$ cat src/rtl/bin_to_bcd_seq_pkg.sv
// Shared types and constants for the sequential binary-to-BCD converter.
package bcd_pkg;

  typedef enum logic {
    IDLE  = 1'b0,
    SHIFT = 1'b1
  } bcd_state_t;

  localparam int         BCD_NIBBLE_W    = 4;
  localparam logic [3:0] BCD_ADD3_THRESH = 4'd5;

  // Used at elaboration to check that the digit count can hold the input range.
  function automatic logic [63:0] pow10(input int n);
    logic [63:0] r;
    r = 64'd1;
    for (int i = 0; i < n; i++) r = r * 64'd10;
    return r;
  endfunction

endpackage

$ cat src/rtl/bin_to_bcd_seq_digit_adjust.sv
// Double-dabble nibble correction: add 3 to a BCD nibble holding 5..9.
module bcd_digit_adjust
  import bcd_pkg::*;
(
  input  logic [BCD_NIBBLE_W-1:0] i_nib,
  output logic [BCD_NIBBLE_W-1:0] o_nib
);

  // Inputs are at most 9 here, so the 4-bit sum never wraps.
  assign o_nib = (i_nib >= BCD_ADD3_THRESH) ? i_nib + 4'd3 : i_nib;

endmodule

$ cat src/rtl/bin_to_bcd_seq.sv
// Sequential binary-to-BCD converter, one double-dabble step per clock.
// Optional leading-zero blank mask enabled by BCD_LEADING_ZERO_BLANK_EN.
module bin_to_bcd_seq
  import bcd_pkg::*;
#(
  parameter int IN_WIDTH   = 8,
  parameter int BCD_DIGITS = 3
) (
  input  logic                               CLOCK_50_I,
  input  logic                               reset,
  input  logic                               start,
  input  logic [IN_WIDTH-1:0]                bin_in,
  output logic                               busy,
  output logic                               done,
  output logic [BCD_NIBBLE_W*BCD_DIGITS-1:0] bcd_out,
  output logic [BCD_DIGITS-1:0]              bcd_blank
);

  localparam int SW = BCD_NIBBLE_W * BCD_DIGITS;
  localparam int RW = SW + IN_WIDTH;
  localparam int CW = $clog2(IN_WIDTH + 1);
  localparam logic [CW-1:0] LAST    = CW'(IN_WIDTH - 1);
  localparam logic [63:0]   MAX_IN  = (64'd1 << IN_WIDTH) - 64'd1;

  generate
    if (pow10(BCD_DIGITS) <= MAX_IN) begin : g_cap_chk
      $error("bin_to_bcd_seq: BCD_DIGITS too small for IN_WIDTH");
    end
  endgenerate

  bcd_state_t      r_state;
  logic [RW-1:0]   r_sh;
  logic [CW-1:0]   r_cnt;
  logic [SW-1:0]   w_adj;
  logic [RW-1:0]   w_next;
  logic [SW-1:0]   w_scr;
  logic [BCD_DIGITS-1:0] w_blank;

  // Adjust the scratch digits of the current register, then shift, in one cycle.
  generate
    for (genvar g = 0; g < BCD_DIGITS; g++) begin : g_adj
      bcd_digit_adjust u_adj (
        .i_nib(r_sh[IN_WIDTH + g*BCD_NIBBLE_W +: BCD_NIBBLE_W]),
        .o_nib(w_adj[g*BCD_NIBBLE_W +: BCD_NIBBLE_W])
      );
    end
  endgenerate

  assign w_next = {w_adj, r_sh[IN_WIDTH-1:0]} << 1;
  assign w_scr  = w_next[RW-1:IN_WIDTH];

`ifdef BCD_LEADING_ZERO_BLANK_EN
  logic w_hz;
  always_comb begin
    w_blank = '0;
    w_hz    = 1'b1;
    for (int i = BCD_DIGITS - 1; i >= 1; i--) begin
      w_hz       = w_hz & (w_scr[i*BCD_NIBBLE_W +: BCD_NIBBLE_W] == 4'd0);
      w_blank[i] = w_hz;
    end
  end
`else
  assign w_blank = '0;
`endif

  always_ff @(posedge CLOCK_50_I) begin
    if (reset) begin
      r_state   <= IDLE;
      r_sh      <= '0;
      r_cnt     <= '0;
      busy      <= 1'b0;
      done      <= 1'b0;
      bcd_out   <= '0;
      bcd_blank <= '0;
    end else begin
      done <= 1'b0;
      case (r_state)
        IDLE: begin
          if (start) begin
            r_sh    <= {{SW{1'b0}}, bin_in};
            r_cnt   <= '0;
            busy    <= 1'b1;
            r_state <= SHIFT;
          end
        end
        SHIFT: begin
          r_sh  <= w_next;
          r_cnt <= r_cnt + CW'(1);
          if (r_cnt == LAST) begin
            bcd_out   <= w_scr;
            bcd_blank <= w_blank;
            done      <= 1'b1;
            busy      <= 1'b0;
            r_state   <= IDLE;
          end
        end
        default: r_state <= IDLE;
      endcase
    end
  end

endmodule

$ cat config.mk
export PLATFORM = sky130hd
export DESIGN_NAME = bin_to_bcd_seq
export DESIGN_NICKNAME = d
export VERILOG_FILES = /design/src/rtl/bin_to_bcd_seq_pkg.sv /design/src/rtl/bin_to_bcd_seq_digit_adjust.sv /design/src/rtl/bin_to_bcd_seq.sv
export SDC_FILE = /design/constraint.sdc
export NUM_CORES = 1
export LEC_CHECK = 0
export ABC_AREA = 1
export BUFFER_PORTS_ARGS = -buffer_cell sky130_fd_sc_hd__buf_2
export CORE_MARGIN = 2
export CORE_UTILIZATION = 30
export CTS_CLUSTER_DIAMETER = 50
export DETAILED_ROUTE_END_ITERATION = 12
export HOLD_SLACK_MARGIN = 0.03
export PLACE_DENSITY_LB_ADDON = 0.08
export SLEW_MARGIN = 40
export SYNTH_ARGS = -nofsm -noshare
export SYNTH_HDL_FRONTEND = slang
export SYNTH_SLANG_ARGS = --single-unit
$ cat constraint.sdc
create_clock -name CLOCK_50_I -period 1.6 [get_ports CLOCK_50_I]
set_input_delay 0.24 -clock CLOCK_50_I [delete_from_list [all_inputs] [get_ports CLOCK_50_I]]
set_output_delay 0.24 -clock CLOCK_50_I [all_outputs]
set_load 0.05 [all_outputs]
# Word level (Yosys, flattened, before mapping)
# Index checks and enable logic that the tools add are counted.
[word_totals]
word_cells = 34
in_bits = 11
ff_bits = 39
output_inout_bits = 17
[classes]
reduce_logical = 3
bitwise = 1
addsub = 4
eq_ne = 3
n_mux = 14
order_cmp = 3
[ops]
columns = ["operator", "n"]
rows = [
  ["20-bit one-hot mux with 2 select lines", 1],
  ["20-bit two-way mux", 1],
  ["4-bit by 3-bit >= comparator with 1-bit output (second input constant)", 3],
  ["4-bit two-way mux", 3],
  ["4-bit by 2-bit adder with 4-bit output (second input constant)", 2],
  ["4-bit one-hot mux with 2 select lines", 1],
  ["1-bit two-way mux", 5],
  ["4-bit by 1-bit adder with 4-bit output (second input constant)", 1],
  ["4-bit by 3-bit == test with 1-bit output (second input constant)", 1],
  ["1-bit one-hot mux with 2 select lines", 2],
  ["2-bit AND reduction", 2],
  ["3-bit by 2-bit adder with 3-bit output (second input constant)", 1],
  ["3-bit two-way mux", 1],
  ["2-bit by 1-bit != test with 1-bit output (second input constant)", 1],
  ["2-bit != test (second input constant)", 1],
  ["2-bit OR reduction", 1],
  ["1-bit inverter", 1],
]

# Logic depth before layout (Yosys ltp)
[depth]
ltp_word = 3
depth_mapped = 9
ltp_nobuf = 9

# By module
# A second synthesis with hierarchy kept.
[hier_totals]
cells_unflattened = 274
hier_area_um2 = 1956.9
[by_module_without_submodules]
columns = ["mod", "seq_area_each_um2", "cells_each", "n_inst", "area_each_um2"]
rows = [
  ["bin_to_bcd_seq", 780.7, 205, 1, 1551.5],
  ["bcd_digit_adjust", 0.0, 23, 3, 135.1],
]

# Worst setup path before layout
# No wires, ideal clock.
[synth_timing]
path_type = "reg2reg"
start = "register r_sh[8]"
end = "register r_sh[12]"
t_required_ns = 1.530
setup_ns = 0.070
n_path_buf = 0
slack_ns = 0.378
period_less_slack_ns = 1.222
arrival_time_ns = 1.152
path_stages_with_launch = 8
cell_sequence = "dfxtp_1 -> inv_1 -> ha_1 -> nand2_1 -> nand2_1 -> o21ai_0 -> nand2_1 -> a21oi_1"
[synth_via]
elab_chain_cells = 3
word_cells_on_any_way = 4
cone_classes = "1 x add/sub; 1 x order compare; 2 x mux"
[synth_lines]
columns = ["item", "line_no", "rtl"]
rows = [
  ["start: declaration", "bin_to_bcd_seq.sv:32", "logic [RW-1:0] r_sh;"],
  ["start signal: assignment", "bin_to_bcd_seq.sv:80", "r_sh <= {{SW{1'b0}}, bin_in};"],
  ["start signal: assignment", "bin_to_bcd_seq.sv:87", "r_sh <= w_next;"],
  ["4-bit by 2-bit adder with 4-bit output or 4-bit by 3-bit >= comparator with 1-bit output (tied branches)", "bin_to_bcd_seq_digit_adjust.sv:10", "assign o_nib = (i_nib >= BCD_ADD3_THRESH) ? i_nib + 4'd3 : i_nib;"],
  ["4-bit two-way mux (*)", "bin_to_bcd_seq_digit_adjust.sv:10", ""],
  ["20-bit one-hot mux with 2 select lines (*)", "bin_to_bcd_seq.sv:77", "case (r_state)"],
]
# Every way passes the cells marked *; elsewhere a longest branch is shown, timed or not.
# A chain may end at the register's enable or synchronous reset.

# Worst setup path after layout
# Same ends and word-level chain as after synthesis.

==> out/qor.csv <==
metric,value,unit
status,"complete, no violations",
hold_depth,2,
synth_ff_type,dfxtp_1,
synth_commonest_cells,"nand2_1 (79), dfxtp_1 (39), inv_1 (28), nand3_1 (26), a21oi_1 (19)",
netlist.area_leader.share,0.432,
synth.area.top_cells,"dfxtp_1 (43%), nand2_1 (16%), nand3_1 (7.2%), inv_1 (5.8%), a21oi_1 (5.3%)",
ys_warn_count,0,
place_hpwl,2860,um
cp-end-kind,flip-flop,
regArea,781,sq um
drive_above_1_share,0.174,
r2r-end,r_sh[12]$_SDFFE_PP0P_,
cts-hold-fix-buffers,0,
post-cts-setup-buffer-count,0,
min_path_type,input pin to flip-flop,
fmax,731,MHz
yosysMostFrequentCell,nand2_1,
grt_max_degree,14,
totalWireLength,4010,um
routabilityCongestion,0.808,
syn_area,1810,sq um
core-area,5890,sq um
ir_worst_vdd,0.671,mV
syn_inst,251,
crit_required,1.83,ns
rrSetupSlack,0.23,ns
hold-worst-slack,0.201,ns
antenna_cells,0,
period_minus_slack,1.37,ns
cts_tree,built,
maxSlewViolCount,0,
numClockSinks,39,
drtIter0Drc,68,
grt_pass1_vias,1483,
synth-edff-count,0,
overflow,0,
power.leakage,1.03,nW
final.setup.worst_slack,0.233,ns
nFillCells,652,
wl_per_cell,11.3,um
min_to,r_sh[0]$_SDFFE_PP0P_,
nNetsFinal,298,
cts_resized,0,
rsz0062_at_grt,false,
cts_buffers,5,
min_from,reset,
clkTransAtPathRegs,0.08,ns
cp_data_arrival_time,1.60,ns
area_growth,17.8,%
antenna_found_initial,0,
final_util,0.362,
vias_per_cell,4.42,
rr_worst_depth,7,
r2r-start,r_sh[8]$_SDFFE_PP0P_,
ios,28,
fp.dieW,81.6,um
ant_nets,0,
synth_seq_cells,39,
start_util,0.307,
worst-path-max-fanout,6,
synth.distinct_cells,24,
ys_seq_area_frac,0.432,
drt-pass1-iter-count,4,
htree_levels,2,
cap_violations,0,
multiInputGateArea,833,sq um
drc,0,
fin_crit_sh,0.854,
cts_buffer_depth,2,
portBuffers,24,
worst-setup-path-type,flip-flop to flip-flop,
grt_pass1_wl,6740,um
dieArea,6660,sq um
p_per_area,945,nW/um^2
critPathLaunchType,flip-flop,
fp.dieH,81.6,um
fin_cells,356,
synthArstFlopShare,0,
root_buffer,clkbuf_8,
dpl_worst_slack,0.247,ns
final.setup.tns,0,ns
rows,28,
clock_latency,0.29,ns
placedCellCount,348,
dr_total_vias,1572,
final_hold_viol_count,0,
yosysTopAreaCell,dfxtp_1,
grt.total_usage,0.133,
avgSynthCellArea,7.20,sq um
setup_viol,0,
finClkSkew,0.00707,ns
-- report_power, final --
group          switching (mW)  leakage (nW)  internal [mW]  total, mW
sequential             0.0128         0.316          0.989       1.00
clock                   0.356        0.0612          0.505      0.861
combinational           0.102         0.654         0.0493      0.151
total                   0.471          1.03           1.54       2.01
-- state kept, by name (all words and copies together), names as in the netlist --
signal / count
bcd_out: 12
busy: 1
done: 1
r_cnt: 4
r_sh: 20
r_state: 1
-- per-layer routing --
layer  global-route usage  vias to the layer above  share of wire
li1                     -                      852              -
met1                0.160                      696           0.51
met2                0.226                       19           0.45
met3               0.0352                        5          0.032
met4               0.0500                        0          0.011
met5                    0                        -              0
-- layout make-up --
cell class	instances	area share
well taps	75	0.0441
repair buffers	33	0.0881
multi-input cells	170	0.391
inverters	31	0.0546
flip-flops and latches	39	0.367
clock inverters	2	0.0165
clock buffers	6	0.0388
-- how the worst max path moves through the flow --
stage,end,slack (ns),cells past startpoint,from
global route,r_sh[12]$_SDFFE_PP0P_,0.08,7,r_sh[8]$_SDFFE_PP0P_
floorplan,r_sh[12]$_SDFFE_PP0P_,0.38,7,r_sh[8]$_SDFFE_PP0P_
detailed placement,r_sh[12]$_SDFFE_PP0P_,0.25,7,r_sh[8]$_SDFFE_PP0P_
global placement,r_sh[12]$_SDFFE_PP0P_,0.29,7,r_sh[8]$_SDFFE_PP0P_
finish,r_sh[12]$_SDFFE_PP0P_,0.23,7,r_sh[8]$_SDFFE_PP0P_
CTS,r_sh[12]$_SDFFE_PP0P_,0.23,7,r_sh[8]$_SDFFE_PP0P_
-- layout by cell type, fill, tap and decap left out, drive strengths merged --
cell type,count
a21oi,19
a22oi,4
buf,33
bufinv,1
clkbuf,6
clkinv,1
conb,3
dfxtp,39
ha,7
inv,31
mux2i,1
nand2,80
nand3,27
nand4,4
nor2,9
nor3,2
nor3b,1
o211ai,1
o21ai,12
-- cell families after synthesis --
| logic type | Yosys count | share of synthesized area |
|---|---|---|
| AOI/OAI and AO/OA | 36 | 0.107 |
| adders and majority gates | 7 | 0.0484 |
| DFF | 39 | 0.432 |
| other | 1 | 0.00207 |
| muxes | 1 | 0.00554 |
| buffers and inverters | 44 | 0.111 |
| and+or+nand+nor | 123 | 0.294 |
-- through the flow --
| stage | cell area [sq um] | total power, mW |
|---|---|---|
| floorplan | 1820 | 1.13 |
| global placement | 2010 | 1.18 |
| detailed placement | 2010 | 1.18 |
| CTS | 2130 | 2.05 |
| global route | 2130 | 2.11 |
| finish | 2130 | 2.01 |
-- worst max-delay path, cell delays in order (launching register included) --
cell     delay, ns
dfxtp_1       0.41
inv_1         0.08
ha_1          0.23
nand2_1       0.07
nand2_1       0.09
o21ai_0       0.25
nand2_1       0.08
a21oi_1       0.11
Power figures use the tool's default switching activity.
